==> config.mk <==
export PLATFORM = sky130hd
export DESIGN_NAME = elevator_call_panel
export DESIGN_NICKNAME = d
export VERILOG_FILES = /design/src/rtl/elevator_call_panel.sv
export SDC_FILE = /design/constraint.sdc
export NUM_CORES = 1
export LEC_CHECK = 0
export ABC_AREA = 1
export BUFFER_PORTS_ARGS = -buffer_cell sky130_fd_sc_hd__buf_2
export CORE_MARGIN = 5
export CORE_UTILIZATION = 25
export CTS_CLUSTER_DIAMETER = 150
export DETAILED_ROUTE_END_ITERATION = 12
export GPL_ROUTABILITY_DRIVEN = 1
export SYNTH_ARGS = -nofsm -noshare
export SYNTH_HDL_FRONTEND = slang
export SYNTH_SLANG_ARGS = --single-unit
==> constraint.sdc <==
create_clock -name clk -period 1.23 [get_ports clk]
set_input_delay 0.123 -clock clk [delete_from_list [all_inputs] [get_ports clk]]
set_output_delay 0.123 -clock clk [all_outputs]
set_load 0.05 [all_outputs]
==> src/rtl/elevator_call_panel.sv <==
// elevator_call_panel: synchronises and debounces floor buttons, emits request pulses and holds call lamps
module elevator_call_panel #(
  parameter int FLOORS          = 5,
  parameter int POS_W           = 3,
  parameter int DEBOUNCE_CYCLES = 4
) (
  input  logic              clk,
  input  logic              reset,
  input  logic [FLOORS-1:0] btn_raw,
  input  logic [POS_W-1:0]  floor_pos,
  input  logic              door_open,
  output logic [FLOORS-1:0] floor_req,
  output logic [FLOORS-1:0] call_lamp,
  output logic              pending_any
);
  localparam logic [7:0] LAST = 8'(DEBOUNCE_CYCLES - 1);
  logic [FLOORS-1:0] s1, s2, deb, flip, press, serve;
  logic [7:0] cnt [FLOORS];
  always_comb begin
    flip  = '0;
    serve = '0;
    for (int i = 0; i < FLOORS; i++) begin
      flip[i]  = s2[i] != deb[i] && cnt[i] == LAST;
      serve[i] = door_open && int'(floor_pos) == i;
    end
    press = flip & s2;
  end
  always_ff @(posedge clk) begin
    if (reset) begin
      s1          <= '0;
      s2          <= '0;
      deb         <= '0;
      call_lamp   <= '0;
      floor_req   <= '0;
      pending_any <= 1'b0;
      for (int i = 0; i < FLOORS; i++) cnt[i] <= '0;
    end else begin
      s1          <= btn_raw;
      s2          <= s1;
      deb         <= deb ^ flip;
      call_lamp   <= (call_lamp | press) & ~serve;
      floor_req   <= press & ~call_lamp & ~serve;
      pending_any <= |call_lamp;
      for (int i = 0; i < FLOORS; i++)
        cnt[i] <= (s2[i] == deb[i] || flip[i]) ? 8'd0 : cnt[i] + 8'd1;
    end
  end
endmodule

==> impl_metrics.yaml, run 1 <==
run_status:
  status: "complete, no violations"
worst_setup_path:
  cp-end-kind: "register"
  cpMaxStageDelayCell: "dfxtp_1"
  cp_num_cells: 6
  cp_common_cell: "nor2_4"
  worstPathCellList: "ha_2 -> nand2_1 -> nor2_4 -> nor2_4 -> inv_2 -> nor2_1"
  cp_top_family: "simple AND/OR/NAND/NOR gates"
  r2r_slack_ns: 0.09
  reg2reg_from: "cnt[1][0]$_SDFF_PP0_"
  required_ns: 1.44
  max_stage_delay_ns: 0.36
  critPathLaunchType: "register"
  path_class: "register to register"
  ff2ff_path_depth: 6
  cp-endpoint: "cnt[1][0]$_SDFF_PP0_"
  path_buf_inv: 1
  cp.arrival_ns: 1.35
  path_max_fanout: 5
  regToRegEndpoint: "cnt[1][0]$_SDFF_PP0_"
  startpoint: "cnt[1][0]$_SDFF_PP0_"
sta:
  period_needed_ns: 1.140
  drv_slew: 0
  finalSetupViolations: 0
  min_period_over_period: 0.9272
  fin_skew_ns: 0.007562
  rsz0062_at_grt: "no"
  fin_tns_setup_ns: 0
  hold_violations: 0
  clock.fmax_ghz: 0.8769
  maxSlewHeadroom: 0.8259
  worst_pin_slew_ns: 0.2612
routing:
  vias: 2163
  firstDrtPassIters: 4
  ant_nets: 0
  route.detailed.drc: 0
  drtIter0Drc: 87
  vias_per_cell: 3.947
  routed_wl_um: 4902
  wire_per_inst_um: 8.945
place:
  dpl.hpwl_um: 3648
  io_buffers: 21
  routabilityCongestion: 0.7243
yosys:
  ys_ff_latch: 66
  avgSynthCellArea_um2: 7.679
  syn_area_um2: 2803
  synth_fa_ha_area_frac: 0.02232
  synthSimpleGateAreaFrac: 0.3018
  synthFlopType: "dfxtp_1"
  synth_top_family_by_area: "simple AND/OR/NAND/NOR gates"
  synth_edf_count: 0
  synth.top_cell.area_share: 0.4714
  synth_seq_area_share: 0.4714
  synthCells: 365
  synth_area_leaders: "dfxtp_1 (47%), nor2_1 (10%), nand2_1 (8.6%)"
  post-synth-top-count-cell: "nor2_1"
  synth_cell_types: 23
  synth_fp_nets: 381
  synth_largest_area_cell: "dfxtp_1"
  ys_async_sr_fraction: 0
  muxShareOfSynthArea: 0
  yosys_warnings: 0
  synth_compound_area_frac: 0.04554
  synth_xor_area_frac: 0.07188
  synth_commonest_cells: "nor2_1 (78), dfxtp_1 (66), nand2_1 (64)"
floorplan:
  start_util: 0.2563
  die_x_um: 115.9
  die_y_um: 115.9
  top_level_ports: 22
  fp-row-count: 38
  coreArea_um2: 10940
  die-area_um2: 13430
layout:
  fillers: 1155
  num_antenna_cells: 0
  drive_gt1_frac: 0.1985
  syn2layout_area_growth_pct: 24.55
  fin_nets: 419
clocking:
  root_buffer: "clkbuf_16"
  clockBufferDepth: 2
  cts_tree: "built"
  cts_sinks: 66
  clock_latency_ns: 0.33
  cts_setup_buffers: 0
  cts_buffers: 9
  path_clk_slew_ns: 0.05
  htree_levels: 3
pwr:
  power_density_nw_per_um2: 1443
  vdd_drop_max_uv: 550.7
  power.leakage_nw: 1.460
  power.total_w: 0.005036
global_route:
  antenna_found_initial: 0
  grt_max_degree: 15
  grt_pass1_wl_um: 8852
  track_usage: 0.08350
  overflow: 0
  grt_pass1_vias: 2058
worst_hold_path:
  hold_class: "input port to register"
  holdPathStages: 3
run:
  cap_violations: 0
[worst min path at each step]
stage,start,to,slack (ns)
global placement,btn_raw[4],s1[4]$_SDFF_PP0_,0.33
finish,btn_raw[1],s1[1]$_SDFF_PP0_,0.01
detailed placement,btn_raw[4],s1[4]$_SDFF_PP0_,0.33
CTS,btn_raw[1],s1[1]$_SDFF_PP0_,0.001
floorplan,btn_raw[0],s1[0]$_SDFF_PP0_,0.23
global route,btn_raw[2],s1[2]$_SDFF_PP0_,0.03
[metrics by stage]
stage               cell area (µm²)  worst slack, ns  std cells  hold slack, ns  utilization
floorplan                      2803           0.1350        365          0.2300            -
global placement               3107          0.06121        529          0.3316       0.2841
detailed placement             3107          0.01705        529          0.3326       0.2841
CTS                            3465          0.01699        548        0.001198       0.3168
global route                   3491         0.002298        548         0.03280       0.3192
finish                         3491          0.08956        548         0.01015       0.3192
[placed cells by master, fill, tap and decap left out]
| cell type | n |
|---|---|
| nor2_1 | 76 |
| dfxtp_1 | 65 |
| nand2_1 | 64 |
| inv_1 | 53 |
| nand3_1 | 22 |
| buf_2 | 21 |
| xor2_1 | 16 |
| a21oi_1 | 14 |
| nor2_2 | 9 |
| clkbuf_16 | 9 |
| nand3_2 | 7 |
| xnor2_1 | 7 |
| nor2_4 | 6 |
| buf_4 | 6 |
| inv_2 | 5 |
| ha_2 | 4 |
| o21ai_0 | 3 |
| dlygate4sd3_1 | 3 |
| clkinv_2 | 2 |
| a21oi_2 | 2 |
| nand4_1 | 2 |
| bufinv_16 | 2 |
| clkinvlp_4 | 2 |
| o21ai_2 | 1 |
| a21oi_4 | 1 |
| nand2_4 | 1 |
| nand3b_1 | 1 |
| ha_1 | 1 |
| inv_6 | 1 |
| clkbuf_8 | 1 |
| dfxtp_2 | 1 |
[kinds of logic (layout without fill, tap and decap cells)]
logic type      Yosys count  after routing
xor+xnor                 23             23
fa+ha+maj                 5              5
buf+inv                  62            105
compound gates           21             21
simple gates            188            188
flops                    66             66
[layer usage]
layer / vias up / GRT usage / part of all wire
met5: - / 0 / 0
met4: 0 / 0.03248 / 0.014
met3: 6 / 0.03812 / 0.076
met2: 44 / 0.1277 / 0.43
met1: 934 / 0.1026 / 0.48
li1: 1179 / - / -
[report_power, final]
group	leakage [nW]	internal, W	total [W]	switching [W]
Sequential	0.534	0.00216	0.00217	0.0000135
Clock	0.155	0.00183	0.00274	0.000915
Combinational	0.770	0.0000505	0.000118	0.0000679
[sequential cells by signal, indices dropped and copies added, names as in the netlist, named ones only]
| signal | cells |
|---|---|
| s1 | 5 |
| s2 | 5 |
| floor_req | 5 |
| pending_any | 1 |
| call_lamp | 5 |
| cnt | 40 |
[timing repair]
item                       CTS  global route
setup endpoints to repair    0            30
hold buffers                 3             0
hold endpoints to repair     3             0
resized for setup            0            10
[worst min-delay path, stage by stage]
cell and delay (ns):
buf_2 0.09, inv_1 0.04, nor2_1 0.03
[layout make-up]
| class | instances | area, µm² | area share |
|---|---|---|---|
| repair buffers | 30 | 180.2 | 0.05161 |
| inverters | 59 | 222.7 | 0.06380 |
| multi-input cells | 237 | 1262 | 0.3616 |
| well taps | 140 | 175.2 | 0.05018 |
| clock inverters | 6 | 88.84 | 0.02545 |
| clock buffers | 10 | 239.0 | 0.06846 |
| flip-flops and latches | 66 | 1323 | 0.3789 |
Power figures use the tool's default switching activity.
==> run 2: changes to the inputs <==
--- a/config.mk
+++ b/config.mk
@@ -12,6 +12,7 @@
 export CTS_CLUSTER_DIAMETER = 150
 export DETAILED_ROUTE_END_ITERATION = 12
 export GPL_ROUTABILITY_DRIVEN = 1
+export HOLD_SLACK_MARGIN = 0.08
 export SYNTH_ARGS = -nofsm -noshare
 export SYNTH_HDL_FRONTEND = slang
 export SYNTH_SLANG_ARGS = --single-unit
==> run 2 against run 1 <==
  * Count of clock-buffer cells in the layout unchanged
  * Worst setup slack barely moved
  * Non-clock buffer count is 2 higher
  * First-iteration DRC count down 16%
  * Die area stayed put
  * Hold slack better by 0.14 ns
  * Largest cell class unchanged
==> impl_metrics.yaml, run 2 (synthesis gave the netlist of run 1 again) <==
layout:
  fin_nets: 421
  num_antenna_cells: 0
  top_register: "cnt"
  mostFrequentLayoutCell: "nor2_1"
  drive_gt1_frac: 0.1976
  final_area_um2: 3511
  largest_register_ffs: 40
  syn2layout_area_growth_pct: 25.27
  final_cell_mix: "nor2_1 (76), dfxtp_1 (65), nand2_1 (64)"
worst_setup_path:
  cp-end-kind: "register"
  critPathLaunchType: "register"
  max_stage_delay_ns: 0.36
  worstPathCellList: "ha_2 -> nand2_1 -> nor2_4 -> nor2_4 -> inv_2 -> nor2_1"
  path_class: "register to register"
  cp.arrival_ns: 1.35
  path_max_fanout: 5
  cpMaxStageDelayCell: "dfxtp_1"
  required_ns: 1.44
  path_buf_inv: 1
  cp_common_cell: "nor2_4"
  ff2ff_path_depth: 6
  cp_top_family: "simple AND/OR/NAND/NOR gates"
  cp_num_cells: 6
global_route:
  grt_pass1_vias: 2070
  overflow: 0
  antenna_found_initial: 0
  track_usage: 0.08339
  grt_max_degree: 15
  grt_pass1_wl_um: 8838
worst_hold_path:
  holdPathStages: 2
  hold_class: "input port to register"
pwr:
  vdd_drop_max_uv: 550.6
  power_density_nw_per_um2: 1435
  power.leakage_nw: 1.468
clocking:
  clockBufferDepth: 2
  cts_tree: "built"
  path_clk_slew_ns: 0.05
  clock_latency_ns: 0.33
  cts_setup_buffers: 0
  cts_sinks: 66
  root_buffer: "clkbuf_16"
  cts_buffers: 9
  htree_levels: 3
floorplan:
  die-area_um2: 13430
  coreArea_um2: 10940
  die_x_um: 115.9
  top_level_ports: 22
  start_util: 0.2563
  fp-row-count: 38
  die_y_um: 115.9
place:
  io_buffers: 21
  dpl.hpwl_um: 3648
  placed_area_um2: 3107
  routabilityCongestion: 0.7243
routing:
  drtIter0Drc: 73
  wire_per_inst_um: 8.909
  vias_per_cell: 3.945
  vias: 2170
  routed_wl_um: 4900
  ant_nets: 0
  route.detailed.drc: 0
  firstDrtPassIters: 4
sta:
  drv_slew: 0
  finalSetupViolations: 0
  fin_skew_ns: 0.007562
  hold_violations: 0
  maxSlewHeadroom: 0.8258
  holdWs_ns: 0.1452
  fin_tns_setup_ns: 0
  min_period_over_period: 0.9272
  worst_pin_slew_ns: 0.2613
  clock.fmax_ghz: 0.8769
  rsz0062_at_grt: "no"
  period_needed_ns: 1.140
run_status:
  status: "complete, no violations"
run:
  cap_violations: 0
[run 2: cell types whose count changed in the layout (fill, tap and decap cells not counted)]
cell / delta
dlygate4sd3_1: +2
[run 2: worst register-to-register path: stages, from the launching register on]
cell and delay (ns):
dfxtp_1 0.36, ha_2 0.22, nand2_1 0.10, nor2_4 0.16, nor2_4 0.06, inv_2 0.08, nor2_1 0.05
[run 2: final timing paths]
path	from	to	slack, ns
min	reset	s1[0]$_SDFF_PP0_	0.15
max reg2reg	cnt[1][0]$_SDFF_PP0_	cnt[1][0]$_SDFF_PP0_	0.09
max	cnt[1][0]$_SDFF_PP0_	cnt[1][0]$_SDFF_PP0_	0.09
min reg2reg	s1[1]$_SDFF_PP0_	s2[1]$_SDFF_PP0_	0.40
[run 2: metrics by stage]
step / power, W / instances / setup WS (ns) / util
floorplan: 0.002288 / 365 / 0.1350 / -
global placement: 0.002328 / 529 / 0.06121 / 0.2841
detailed placement: 0.002331 / 529 / 0.01705 / 0.2841
CTS: 0.005119 / 550 / 0.01699 / 0.3187
global route: 0.005250 / 550 / 0.002359 / 0.3211
finish: 0.005039 / 550 / 0.08957 / 0.3211
[run 2: report_power, final]
group / switching, W / internal, W
clock: 0.000912 / 0.00183
combinational: 0.0000685 / 0.0000546
sequential: 0.0000135 / 0.00216
[run 2: final cells by class]
cell class	instances	area (µm²)
multi-input combinational	237	1262
inverter	59	222.7
timing repair buffer	32	200.2
fill	1154	7425
tap	140	175.2
clock buffer	10	239.0
clock inverter	6	88.84
sequential	66	1323
[run 2: repair_timing]
action / in CTS / in global routing
hold endpoints to repair: 5 / 0
gates resized for setup: 0 / 10
setup endpoints to repair: 0 / 30
hold buffers: 5 / 0
[run 2: routing by layer]
layer	global-route usage	wire (µm)	part of all wire	vias to the layer above
met5	0	0	0	-
met4	0.03248	67	0.014	0
met3	0.03760	371	0.076	6
met2	0.1285	2096	0.43	44
met1	0.1020	2364	0.48	937
li1	-	-	-	1183
